## src/rtl/types.sv

```systemverilog
// Shared flit and node-id types for the routing tree and its system-flit logic.
package types;

  typedef logic [7:0] node_id_t;
  typedef logic [1:0] flit_type_t;
  typedef logic [3:0] sys_header_t;

  localparam node_id_t   BROADCAST_ID = 8'hFF;

  localparam flit_type_t DATA   = 2'd0;
  localparam flit_type_t SYSTEM = 2'd1;

  localparam sys_header_t S_PARENT_REQUEST_FROM_NEIGHBOR = 4'd1;
  localparam sys_header_t S_PARENT_ACK_FROM_NEIGHBOR     = 4'd2;
  localparam sys_header_t S_JOIN_REQUEST                 = 4'd3;
  localparam sys_header_t S_JOIN_ACK                     = 4'd4;

  typedef struct packed {
    node_id_t parent_id;
    node_id_t random_child_id;
  } join_request_t;

  typedef struct packed {
    node_id_t child_id;
    node_id_t random_child_id;
  } join_ack_t;

  typedef union packed {
    join_request_t join_request;
    join_ack_t     join_ack;
  } system_body_t;

  typedef struct packed {
    sys_header_t  header;
    system_body_t body;
  } system_t;

  typedef struct packed {
    flit_type_t flittype;
    node_id_t   src_id;
    node_id_t   dst_id;
    system_t    system;
  } flit_t;

endpackage

```

## src/rtl/join_sequencer.sv

```systemverilog
// Join controller for a non-root node: sends parent/join requests, snoops acks,
// retries on timeout and owns the temporal, parent and assigned node ids.
module join_sequencer #(
  parameter int unsigned ACK_TIMEOUT = 1024,
  parameter int unsigned MAX_RETRY   = 3
) (
  input  logic           clk,
  input  logic           rst,
  input  logic           start,
  input  logic           rejoin,
  input  logic           is_root,
  input  types::node_id_t random_id,
  input  logic           rx_valid,
  input  types::flit_t   rx_flit,
  output logic           tx_valid,
  input  logic           tx_ready,
  output types::flit_t   tx_flit,
  output types::node_id_t temporal_id,
  output logic           parent_valid,
  output types::node_id_t parent_node_id,
  output logic           this_node_valid,
  output types::node_id_t this_node_id,
  output logic           busy,
  output logic           failed
);

  localparam int unsigned TimerW = $clog2(ACK_TIMEOUT);
  localparam int unsigned RetryW = (MAX_RETRY > 0) ? $clog2(MAX_RETRY + 1) : 1;

  localparam logic [2:0] StIdle     = 3'd0;
  localparam logic [2:0] StSendPreq = 3'd1;
  localparam logic [2:0] StWaitPack = 3'd2;
  localparam logic [2:0] StSendJreq = 3'd3;
  localparam logic [2:0] StWaitJack = 3'd4;
  localparam logic [2:0] StJoined   = 3'd5;
  localparam logic [2:0] StFailed   = 3'd6;

  logic [2:0]        state_q, state_d;
  logic [TimerW-1:0] timer_q, timer_d;
  logic [RetryW-1:0] retry_q, retry_d;
  types::node_id_t   temporal_q, temporal_d;
  types::node_id_t   parent_id_q, parent_id_d;
  types::node_id_t   this_id_q, this_id_d;
  logic              parent_valid_q, parent_valid_d;
  logic              this_valid_q, this_valid_d;
  logic              tx_valid_q, tx_valid_d;
  types::flit_t      tx_flit_q, tx_flit_d;

  logic pack_match, jack_match, timeout, begin_attempt, timeout_hit;

  assign pack_match = rx_valid && (rx_flit.flittype == types::SYSTEM) &&
                      (rx_flit.system.header == types::S_PARENT_ACK_FROM_NEIGHBOR) &&
                      (rx_flit.dst_id == temporal_q);
  assign jack_match = rx_valid && (rx_flit.flittype == types::SYSTEM) &&
                      (rx_flit.system.header == types::S_JOIN_ACK) &&
                      (rx_flit.system.body.join_ack.random_child_id == temporal_q);
  assign timeout    = (timer_q == TimerW'(ACK_TIMEOUT - 1));

  always_comb begin
    state_d        = state_q;
    timer_d        = '0;
    retry_d        = retry_q;
    temporal_d     = temporal_q;
    parent_id_d    = parent_id_q;
    parent_valid_d = parent_valid_q;
    this_id_d      = this_id_q;
    this_valid_d   = this_valid_q;
    begin_attempt  = 1'b0;
    timeout_hit    = 1'b0;

    case (state_q)
      StIdle, StFailed: begin
        if (start) begin_attempt = 1'b1;
      end
      StSendPreq: begin
        if (tx_ready) state_d = StWaitPack;
      end
      StWaitPack: begin
        // A matching ack takes priority over a timeout in the same cycle.
        if (pack_match) begin
          parent_id_d    = rx_flit.src_id;
          parent_valid_d = 1'b1;
          state_d        = StSendJreq;
        end else if (timeout) begin
          timeout_hit = 1'b1;
        end else begin
          timer_d = timer_q + 1'b1;
        end
      end
      StSendJreq: begin
        if (tx_ready) state_d = StWaitJack;
      end
      StWaitJack: begin
        if (jack_match) begin
          this_id_d    = rx_flit.system.body.join_ack.child_id;
          this_valid_d = 1'b1;
          state_d      = StJoined;
        end else if (timeout) begin
          timeout_hit = 1'b1;
        end else begin
          timer_d = timer_q + 1'b1;
        end
      end
      StJoined: begin
        if (rejoin) begin
          this_valid_d   = 1'b0;
          parent_valid_d = 1'b0;
          begin_attempt  = 1'b1;
        end
      end
      default: state_d = StIdle;
    endcase

    if (begin_attempt) begin
      if (is_root) begin
        this_valid_d   = 1'b1;
        this_id_d      = '0;
        parent_valid_d = 1'b0;
        state_d        = StJoined;
      end else begin
        temporal_d = random_id;
        retry_d    = '0;
        state_d    = StSendPreq;
      end
    end

    if (timeout_hit) begin
      parent_valid_d = 1'b0;
      if (retry_q == RetryW'(MAX_RETRY)) begin
        state_d = StFailed;
      end else begin
        retry_d    = retry_q + 1'b1;
        temporal_d = random_id;
        state_d    = StSendPreq;
      end
    end
  end

  // Flit is built from next-state ids so it is registered and stable for the whole SEND state.
  always_comb begin
    tx_valid_d = (state_d == StSendPreq) || (state_d == StSendJreq);
    tx_flit_d  = '0;
    if (state_d == StSendPreq) begin
      tx_flit_d.flittype      = types::SYSTEM;
      tx_flit_d.src_id        = temporal_d;
      tx_flit_d.dst_id        = types::BROADCAST_ID;
      tx_flit_d.system.header = types::S_PARENT_REQUEST_FROM_NEIGHBOR;
    end else if (state_d == StSendJreq) begin
      tx_flit_d.flittype                                 = types::SYSTEM;
      tx_flit_d.src_id                                   = temporal_d;
      tx_flit_d.dst_id                                   = parent_id_d;
      tx_flit_d.system.header                            = types::S_JOIN_REQUEST;
      tx_flit_d.system.body.join_request.parent_id       = parent_id_d;
      tx_flit_d.system.body.join_request.random_child_id = temporal_d;
    end
  end

  always_ff @(posedge clk or posedge rst) begin
    if (rst) begin
      state_q        <= StIdle;
      timer_q        <= '0;
      retry_q        <= '0;
      temporal_q     <= '0;
      parent_id_q    <= '0;
      parent_valid_q <= 1'b0;
      this_id_q      <= '0;
      this_valid_q   <= 1'b0;
      tx_valid_q     <= 1'b0;
      tx_flit_q      <= '0;
    end else begin
      state_q        <= state_d;
      timer_q        <= timer_d;
      retry_q        <= retry_d;
      temporal_q     <= temporal_d;
      parent_id_q    <= parent_id_d;
      parent_valid_q <= parent_valid_d;
      this_id_q      <= this_id_d;
      this_valid_q   <= this_valid_d;
      tx_valid_q     <= tx_valid_d;
      tx_flit_q      <= tx_flit_d;
    end
  end

  assign tx_valid        = tx_valid_q;
  assign tx_flit         = tx_flit_q;
  assign temporal_id     = temporal_q;
  assign parent_valid    = parent_valid_q;
  assign parent_node_id  = parent_id_q;
  assign this_node_valid = this_valid_q;
  assign this_node_id    = this_id_q;
  assign busy            = (state_q == StSendPreq) || (state_q == StWaitPack) ||
                           (state_q == StSendJreq) || (state_q == StWaitJack);
  assign failed          = (state_q == StFailed);

endmodule

```

## config.mk

```make
export PLATFORM = sky130hd
export DESIGN_NAME = join_sequencer
export DESIGN_NICKNAME = d
export VERILOG_FILES = /design/src/rtl/types.sv /design/src/rtl/join_sequencer.sv
export SDC_FILE = /design/constraint.sdc
export NUM_CORES = 1
export LEC_CHECK = 0
export CAP_MARGIN = 10
export CORE_ASPECT_RATIO = 1.75
export CORE_MARGIN = 2
export CORE_UTILIZATION = 35
export DETAILED_ROUTE_END_ITERATION = 10
export HOLD_SLACK_MARGIN = 0.1
export PLACE_DENSITY = 0.74
export SYNTH_ARGS = -nofsm -noshare
export SYNTH_HDL_FRONTEND = slang
export SYNTH_SLANG_ARGS = --single-unit
export TNS_END_PERCENT = 1
```

## constraint.sdc

```tcl
create_clock -name clk -period 3.4 [get_ports clk]
set_input_delay 1.02 -clock clk [delete_from_list [all_inputs] [get_ports clk]]
set_output_delay 1.02 -clock clk [all_outputs]
set_load 0.005 [all_outputs]
```

==> metrics.yaml, run 1 <==
outcome:
  outcome: "finished, final reports clean"
place:
  place.gp.congestion: 0.8335
  dp_hpwl_mm: 6.312
  port_buffers: 116
  place_ws_ns: 0.1787
  post_dp_cell_area_um2: 4623
clocking:
  cts.clk_slew.worst_paths_ns: 0.06
  insertion_delay_ns: 0.33
  clockRootBuffer: "clkbuf_16"
  cts-resized-gates: 0
  holdBufCountCts: 0
  cts_sinks: 75
  cts_buffer_depth: 2
  post_cts_buffers: 0
  htree_levels: 3
  cts_made_buffers: 9
  cts_tree: "built"
timing:
  hold_viol_final: 0
  worst_pin_slew_ns: 0.6978
  fin_ws_ns: 0.5168
  rsz0062_at_grt: "no"
  period_share_pct: 84.80
  finalSetupViolCount: 0
  relSlewSlack_pct: 53.17
  max_freq_ghz: 0.3468
  maxSlewViolCount: 0
  fin_tns_setup_ns: 0
  min_period_ns: 2.883
  skew_ns: 0.008537
critical_path:
  critPathLaunchType: "primary input"
  end_kind: "register"
  crit_required_ns: 3.62
  cp.arrival_ns: 3.10
  critPathMaxFanout: 17
  critPathKind: "primary input to register"
yosys:
  yosys.area.top_type_share_pct: 56.65
  synth_edf_count: 0
  postSynthAreaPerCell_um2: 11.01
  async_reset_ff_share_pct: 100.0
  synth_warnings: 0
  synthTopCellsByArea: "dfrtp_1 57%, nand2_1 6.2%, xnor2_1 5.8%, mux2_2 3.1%, nor2_1 2.9%"
  yosys.area.top_type: "dfrtp_1"
  synth_cells: 301
  synthTopCellsByCount: "75 x dfrtp_1, 55 x nand2_1, 26 x nor2_1"
  ys_seq_area_share_pct: 56.65
  ys_ff_latch: 75
  synthFlopType: "dfrtp_1"
  ys_types: 48
  mappedNetlistArea_um2: 3313
  yosysMostFrequentCell: "dfrtp_1"
route:
  drt_iter0_markers: 94
  drt_first_pass_iters: 4
  drc_errors: 0
  final_antenna_net_count: 0
  viasPerCell: 4.841
  avgRoutedWirePerCell_um: 14.96
  via_count: 2682
  drt-total-wl_mm: 8.288
grt:
  grt_pass1_vias: 2841
  antenna_found_initial: 0
  grt_max_degree: 34
  grt-ovfl-total: 0
  grt_usage_pct: 17.14
  grt_pass1_wl_mm: 13.59
final_layout:
  register_area_um2: 1877
  postLayoutCellArea_um2: 4902
  drive_above_1_share_pct: 10.19
  diodes: 0
  multi_input_comb_area_um2: 1353
  nets: 482
  areaGrowthSynthToFinish_pct: 47.96
  n_fill_cell: 834
die:
  dieArea_um2: 10290
  start_util_pct: 35.43
  die_y_um: 132.7
  ios: 120
  rows: 47
  core-area_um2: 9350
  die_w_um: 77.55
pwr:
  p_per_area_nw_per_um2: 642.5
  power_leakage_nw: 2.278
  peakVddDrop_mv: 0.3605
hold_path:
  hold_class: "register to register"
run:
  cap_violations: 0
-- report_power, final --
part | switching [W] | internal [W]
clock network | 0.000361 | 0.000517
registers | 0.000191 | 0.00106
logic | 0.000405 | 0.000618
-- placed cells by master (no fill, tap or decap), drive strengths merged, types with 3 or more instances in the layout --
cell type,instances
a21oi,3
a22o,8
and2,11
and3,3
buf,9
clkbuf,11
clkdlybuf4s50,116
clkinv,4
conb,3
dfrtp,75
inv,4
mux2,10
mux2i,9
nand2,55
nand3,15
nand4,5
nand4b,3
nor2,26
nor2b,6
nor3b,3
o21ai,5
xnor2,22
xor2,3
-- cell type report --
type,count,share of cell area (%)
clock inverter,5,0.7402
tap,122,3.114
timing repair buffer,125,25.06
inverter,3,0.2552
clock buffer,11,4.952
multi-input combinational,213,27.59
sequential,75,38.28
-- per-stage QoR --
stage	utilization, %	hold slack [ns]	cells	power, W
after detailed placement	49.44	0.4743	538	0.002298
after global routing	52.43	0.5117	554	0.003328
after CTS	52.43	0.4814	554	0.003187
final	52.43	0.4781	554	0.003150
after global placement	49.44	0.4645	538	0.002275
after floorplan	-	0.4458	303	0.001755
-- state kept, by name, summed over array words and instances (netlist names), 2 cells and up --
name and flops:
temporal_id 8, state_q 3, tx_flit 33, this_node_id 8, timer_q 10, retry_q 2, parent_node_id 8
-- cell families (layout without fill, tap and decap cells) --
group | after synthesis | in the layout | synth area share (%)
other cells | 1 | 3 | 0.1132
fa+ha+maj | 2 | 2 | 0.7552
compound gates | 27 | 27 | 6.647
flops | 75 | 75 | 56.65
mux | 19 | 19 | 6.231
buf+inv | 15 | 144 | 2.757
xor+xnor | 25 | 25 | 6.609
simple gates | 137 | 137 | 20.24
-- worst max-delay path, stage by stage --
cell             delay, ns
clkdlybuf4s50_1       0.45
nand2_1               0.08
o21ai_0               0.19
a21oi_1               0.16
nor2_1                0.25
a21o_1                0.53
mux2_2                0.41
-- path summary, 6_finish.rpt --
check / endpoint / slack [ns] / cells after the start / startpoint
worst max-delay path: temporal_id[7]$_DFF_PP0_ / 0.52 / 7 / rejoin
min in group asynchronous: tx_flit[12]$_DFF_PP0_ / 1.06 / 2 / rst
max in group asynchronous: timer_q[0]$_DFF_PP0_ / 1.64 / 3 / rst
worst min register to register: timer_q[0]$_DFF_PP0_ / 0.48 / 1 / timer_q[0]$_DFF_PP0_
worst min-delay path: timer_q[0]$_DFF_PP0_ / 0.48 / 1 / timer_q[0]$_DFF_PP0_
worst max register to register: temporal_id[7]$_DFF_PP0_ / 0.86 / 7 / timer_q[0]$_DFF_PP0_
-- routing by layer --
| metal | up-vias | part of all wire [%] | global-route usage, % |
|---|---|---|---|
| met5 | - | 0 | 0 |
| li1 | 1273 | - | - |
| met2 | 92 | 56 | 31.93 |
| met3 | 23 | 4.3 | 3.820 |
| met4 | 0 | 3.9 | 9.127 |
| met1 | 1294 | 36 | 17.34 |
Power figures use the tool's default switching activity.
==> run 2, diff against run 1 <==
PLACE_DENSITY = 0.77   (was 0.74)
clock period = 2.4 ns   (was 3.4 ns; I/O delays follow)
==> metrics.yaml, run 2 (same netlist as run 1, synthesis figures left out) <==
route:
  drt-total-wl_mm: 8.773  # +5.9%
  wl_met3_um: 392  # +10%
  highest_layer: "met4"
  drc_errors: 0  # unchanged
  wl_met2_mm: 5.024  # +8.1%
  drt-met1-wl_mm: 3.099  # +4.7%
  drt_first_pass_iters: 4  # unchanged
  viasPerCell: 4.849  # +0.15%
  via_count: 2817  # +5.0%
  drt_iter0_markers: 83  # -12%
  final_antenna_net_count: 0  # unchanged
  avgRoutedWirePerCell_um: 15.10  # +0.93%
grt:
  grt_usage_pct: 17.18  # +0.035 points
  antenna_found_initial: 0  # unchanged
  grt_max_degree: 76  # +120%
  grt_pass1_vias: 2879  # +1.3%
  grt-ovfl-total: 0  # unchanged
  grt_pass1_wl_mm: 13.81  # +1.7%
clocking:
  insertion_delay_ns: 0.34  # about the same
  htree_levels: 3  # unchanged
  clockRootBuffer: "clkbuf_16"
  cts_sinks: 75  # unchanged
  cts_made_buffers: 9  # unchanged
  cts.clk_slew.worst_paths_ns: 0.06  # about the same
  cts_tree: "built"
  cts_buffer_depth: 2  # unchanged
  holdBufCountCts: 0  # unchanged
pwr:
  power.total_w: 0.004817  # +53%
  peakVddDrop_mv: 0.5635  # +56%
  p_per_area_nw_per_um2: 915.8  # +43%
  power_leakage_nw: 2.514  # +10%
final_layout:
  n_fill_cell: 802  # -3.8%
  layout_commonest_cell: "clkdlybuf4s50_1"
  multi_input_comb_area_um2: 1401  # +3.6%
  fin_util_pct: 56.26  # +3.8 points
  nets: 509  # +5.6%
  largest_reg_flops: 33  # unchanged
  diodes: 0  # unchanged
  drive_above_1_share_pct: 17.86  # +7.7 points
  register_area_um2: 1879  # +0.13%
  final_cell_mix: "108 x clkdlybuf4s50_1, 73 x dfrtp_1, 55 x nand2_1, 30 x buf_4, 25 x nor2_1"
  areaGrowthSynthToFinish_pct: 58.76
timing:
  period_share_pct: 99.59
  skew_ns: 0.007429  # -0.001108 ns
  max_freq_ghz: 0.4184
  finalSetupViolCount: 0  # unchanged
  rsz0062_at_grt: "yes"
  maxSlewViolCount: 0  # unchanged
  hold_viol_final: 0  # unchanged
  min_period_ns: 2.390
hold_path:
  min-delay-start: "retry_q[0]$_DFF_PP0_"
  holdPathStages: 1  # unchanged
  hold_class: "register to register"
  whs_endpoint: "retry_q[0]$_DFF_PP0_"
critical_path:
  r2r_end: "temporal_id[1]$_DFF_PP0_"
  crit_required_ns: 2.62  # -1.00 ns
  r2r_slack_ns: 0.17  # -0.69 ns
  critPathLaunchType: "primary input"
  cp_slowest_cell: "clkdlybuf4s50_1"
  crit_chain: "clkdlybuf4s50_1, xnor2_1, nand4_1, o31ai_2, a21oi_2, a21o_4, buf_12, mux2_4"
  r2r_cells: 8  # +1
  cp.arrival_ns: 2.61  # -0.49 ns
  critPathMaxFanout: 5  # -12
  end_kind: "register"
  cpPeakStageDelay_ns: 0.42  # -0.11 ns
  r2r_start: "timer_q[0]$_DFF_PP0_"
  critPathKind: "primary input to register"
die:
  ios: 120  # unchanged
  start_util_pct: 35.43  # unchanged
  die_w_um: 77.55  # unchanged
  core-area_um2: 9350  # unchanged
  die_y_um: 132.7  # unchanged
  rows: 47  # unchanged
  dieArea_um2: 10290  # unchanged
outcome:
  outcome: "finished, final reports clean"
place:
  port_buffers: 116  # unchanged
  dp_hpwl_mm: 6.389  # +1.2%
  place.gp.congestion: 0.8036  # -3.6%
run:
  cap_violations: 0  # unchanged
-- run 2: area by class of cell --
class	count	area share, %
repair buffers	152	29.04
well taps	122	2.902
inverters	3	0.2854
multi-input cells	213	26.64
clock inverters	7	1.118
clock buffers	9	4.282
flip-flops and latches	75	35.73
-- run 2: timing repair --
item / CTS / global route
resized for setup: 4 / 17
pin swaps: 1 / 10
setup endpoints to repair: 9 / 48
hold endpoints to repair: 0 / 0
buffers inserted: 0 / 3
gates cloned: 0 / 2
-- run 2: per-stage QoR --
stage	std cells	hold WS, ns	TNS [ns]	area, um2	worst slack (ns)
floorplan	303	0.4458	-0.01547	3324	-0.01547
global placement	560	0.4658	-16.15	4828	-0.3644
detailed placement	560	0.4706	-16.62	4828	-0.3802
CTS	576	0.4845	-0.01478	5135	-0.01478
global route	581	0.5015	-0.3638	5260	-0.06068
finish	581	0.4845	0	5260	0.009858
-- run 2: routing by layer --
metal	global-route usage [%]	vias to the layer above
met2	32.80	91
met5	0	-
met4	8.036	0
met3	4.161	20
li1	-	1326
met1	16.91	1380
-- run 2: critical path, delay by kind of cell --
kind | cells | cell delay [ns]
XOR/XNOR | 1 | 0.27
AND/OR/NAND/NOR | 1 | 0.18
AO/OA/AOI/OAI | 3 | 0.59
multiplexers | 1 | 0.28
buffers and inverters | 2 | 0.56
-- run 2: worst max path at each step --
stage / startpoint / end / cells after the start
finish: rx_flit[23] / temporal_id[6]$_DFF_PP0_ / 8
global route: rx_flit[23] / temporal_id[6]$_DFF_PP0_ / 8
CTS: rx_valid / temporal_id[6]$_DFF_PP0_ / 8
detailed placement: rx_flit[19] / temporal_id[6]$_DFF_PP0_ / 8
global placement: rx_flit[26] / temporal_id[6]$_DFF_PP0_ / 8
floorplan: rx_flit[19] / temporal_id[6]$_DFF_PP0_ / 8
-- run 2: power breakdown --
part / internal [W] / switching [W] / total (W) / leakage [nW]
Clock: 0.000715 / 0.000557 / 0.00127 / 0.138
Combinational: 0.00111 / 0.000699 / 0.00180 / 1.37
Sequential: 0.00150 / 0.000241 / 0.00174 / 1.01
==> run 3, diff against run 2 <==
PLACE_DENSITY = 0.69   (was 0.77)
clock period = 2.5 ns   (was 2.4 ns; I/O delays follow)
==> metrics.yaml, run 3 (same netlist as run 1, synthesis figures left out) <==
die:
  dieArea_um2: 10290  # unchanged
  ios: 120  # unchanged
  rows: 47  # unchanged
  core-area_um2: 9350  # unchanged
  die_y_um: 132.7  # unchanged
  die_w_um: 77.55  # unchanged
  start_util_pct: 35.43  # unchanged
timing:
  rsz0062_at_grt: "yes"
  max_freq_ghz: 0.4031
  period_share_pct: 99.23
  maxSlewViolCount: 0  # unchanged
  min_period_ns: 2.481
  hold_viol_final: 0  # unchanged
  skew_ns: 0.005962  # -0.001467 ns
  fin_ws_ns: 0.01928  # +0.009425 ns
  fin_tns_setup_ns: 0  # unchanged
  finalSetupViolCount: 0  # unchanged
clocking:
  insertion_delay_ns: 0.34  # about the same
  cts_made_buffers: 9  # unchanged
  cts_buffer_depth: 2  # unchanged
  cts.clk_slew.worst_paths_ns: 0.06  # about the same
  clockRootBuffer: "clkbuf_16"
  cts_sinks: 75  # unchanged
  htree_levels: 3  # unchanged
  cts_tree: "built"
critical_path:
  crit_required_ns: 2.72  # +0.10 ns
  critPathMaxFanout: 7  # +2
  critPathLaunchType: "primary input"
  cp.arrival_ns: 2.70  # +0.09 ns
  critPathKind: "primary input to register"
  end_kind: "register"
grt:
  grt_max_degree: 76  # unchanged
  grt_usage_pct: 17.83  # +0.65 points
  grt_pass1_wl_mm: 14.21  # +2.9%
  grt-ovfl-total: 0  # unchanged
  grt_pass1_vias: 2934  # +1.9%
  antenna_found_initial: 0  # unchanged
final_layout:
  areaGrowthSynthToFinish_pct: 55.29
  nets: 503  # -1.2%
  multi_input_comb_area_um2: 1385  # -1.2%
  n_fill_cell: 802  # unchanged
  register_area_um2: 1879  # unchanged
  largest_reg_flops: 33  # unchanged
  layout_commonest_cell: "clkdlybuf4s50_1"
  drive_above_1_share_pct: 15.67  # -2.2 points
  postLayoutCellArea_um2: 5145  # -2.2%
  diodes: 0  # unchanged
  final_cell_mix: "115 x clkdlybuf4s50_1, 73 x dfrtp_1, 55 x nand2_1, 27 x buf_4, 26 x nor2_1"
run:
  cap_violations: 0  # unchanged
route:
  viasPerCell: 4.816  # -0.68%
  via_count: 2769  # -1.7%
  drt_iter0_markers: 124  # +49%
  final_antenna_net_count: 0  # unchanged
  avgRoutedWirePerCell_um: 14.88  # -1.5%
  drc_errors: 0  # unchanged
  drt_first_pass_iters: 4  # unchanged
  drt-total-wl_mm: 8.555  # -2.5%
outcome:
  outcome: "finished, final reports clean"
place:
  place_ws_ns: -0.3790  # +0.001188 ns
  dp_hpwl_mm: 6.415  # +0.40%
  post_dp_cell_area_um2: 4813  # -0.31%
  place.gp.congestion: 0.7916  # -1.5%
  port_buffers: 116  # unchanged
pwr:
  p_per_area_nw_per_um2: 876.3  # -4.3%
  peakVddDrop_mv: 0.5774  # +2.5%
  power_leakage_nw: 2.411  # -4.1%
hold_path:
  hold_class: "register to register"
## run 3: what timing repair did
action | CTS | global route
setup endpoints to repair | 6 | 16
resized for setup | 4 | 4
cloned | 0 | 0
hold buffers | 0 | 0
pin swaps | 0 | 5
buffers inserted | 0 | 1
## run 3: cell type report
class | instances | share of cell area (%)
clock buffers | 9 | 4.377
clock inverters | 7 | 1.192
repair buffers | 146 | 27.72
flip-flops and latches | 75 | 36.53
multi-input cells | 213 | 26.92
well taps | 122 | 2.967
inverters | 3 | 0.2918
## run 3: stage by stage
stage          cells  hold slack, ns  utilization (%)  total power, W
2_1_floorplan    303          0.4458                -        0.002387
3_3_place_gp     558          0.4636            51.48        0.003255
3_5_place_dp     558          0.4820            51.48        0.003283
4_1_cts          574          0.4920            54.78        0.004548
5_1_grt          575          0.5163            55.02        0.004765
6_report         575          0.4861            55.02        0.004508
## run 3: critical path, cell delays in order
cell             delay, ns
clkdlybuf4s50_1       0.48
xnor2_1               0.12
nand4_1               0.23
o31ai_4               0.33
a21oi_2               0.12
a21o_1                0.22
buf_4                 0.18
mux2_2                0.26
## run 3: final timing paths
check / start / end / slack (ns) / cells past startpoint
worst max-delay path: rx_flit[6] / temporal_id[4]$_DFF_PP0_ / 0.02 / 8
worst min-delay path: timer_q[0]$_DFF_PP0_ / timer_q[0]$_DFF_PP0_ / 0.49 / 1
max in group asynchronous: rst / state_q[1]$_DFF_PP0_ / 1.28 / 3
worst max register to register: timer_q[0]$_DFF_PP0_ / temporal_id[4]$_DFF_PP0_ / 0.19 / 8
worst min register to register: timer_q[0]$_DFF_PP0_ / timer_q[0]$_DFF_PP0_ / 0.49 / 1
min in group asynchronous: rst / tx_flit[17]$_DFF_PP0_ / 0.83 / 3
## run 3: per-layer routing
layer	track usage, %	routed length (um)	up-vias
li1	-	-	1314
met2	33.09	4827	81
met3	4.638	380	19
met5	0	0	-
met1	18.41	3098	1355
met4	7.937	249	0
## run 3: power breakdown
| part | switching, W | internal [W] | total, W |
|---|---|---|---|
| logic | 0.000623 | 0.000981 | 0.00160 |
| clock network | 0.000538 | 0.000688 | 0.00123 |
| registers | 0.000240 | 0.00144 | 0.00168 |
| total | 0.00140 | 0.00311 | 0.00451 |
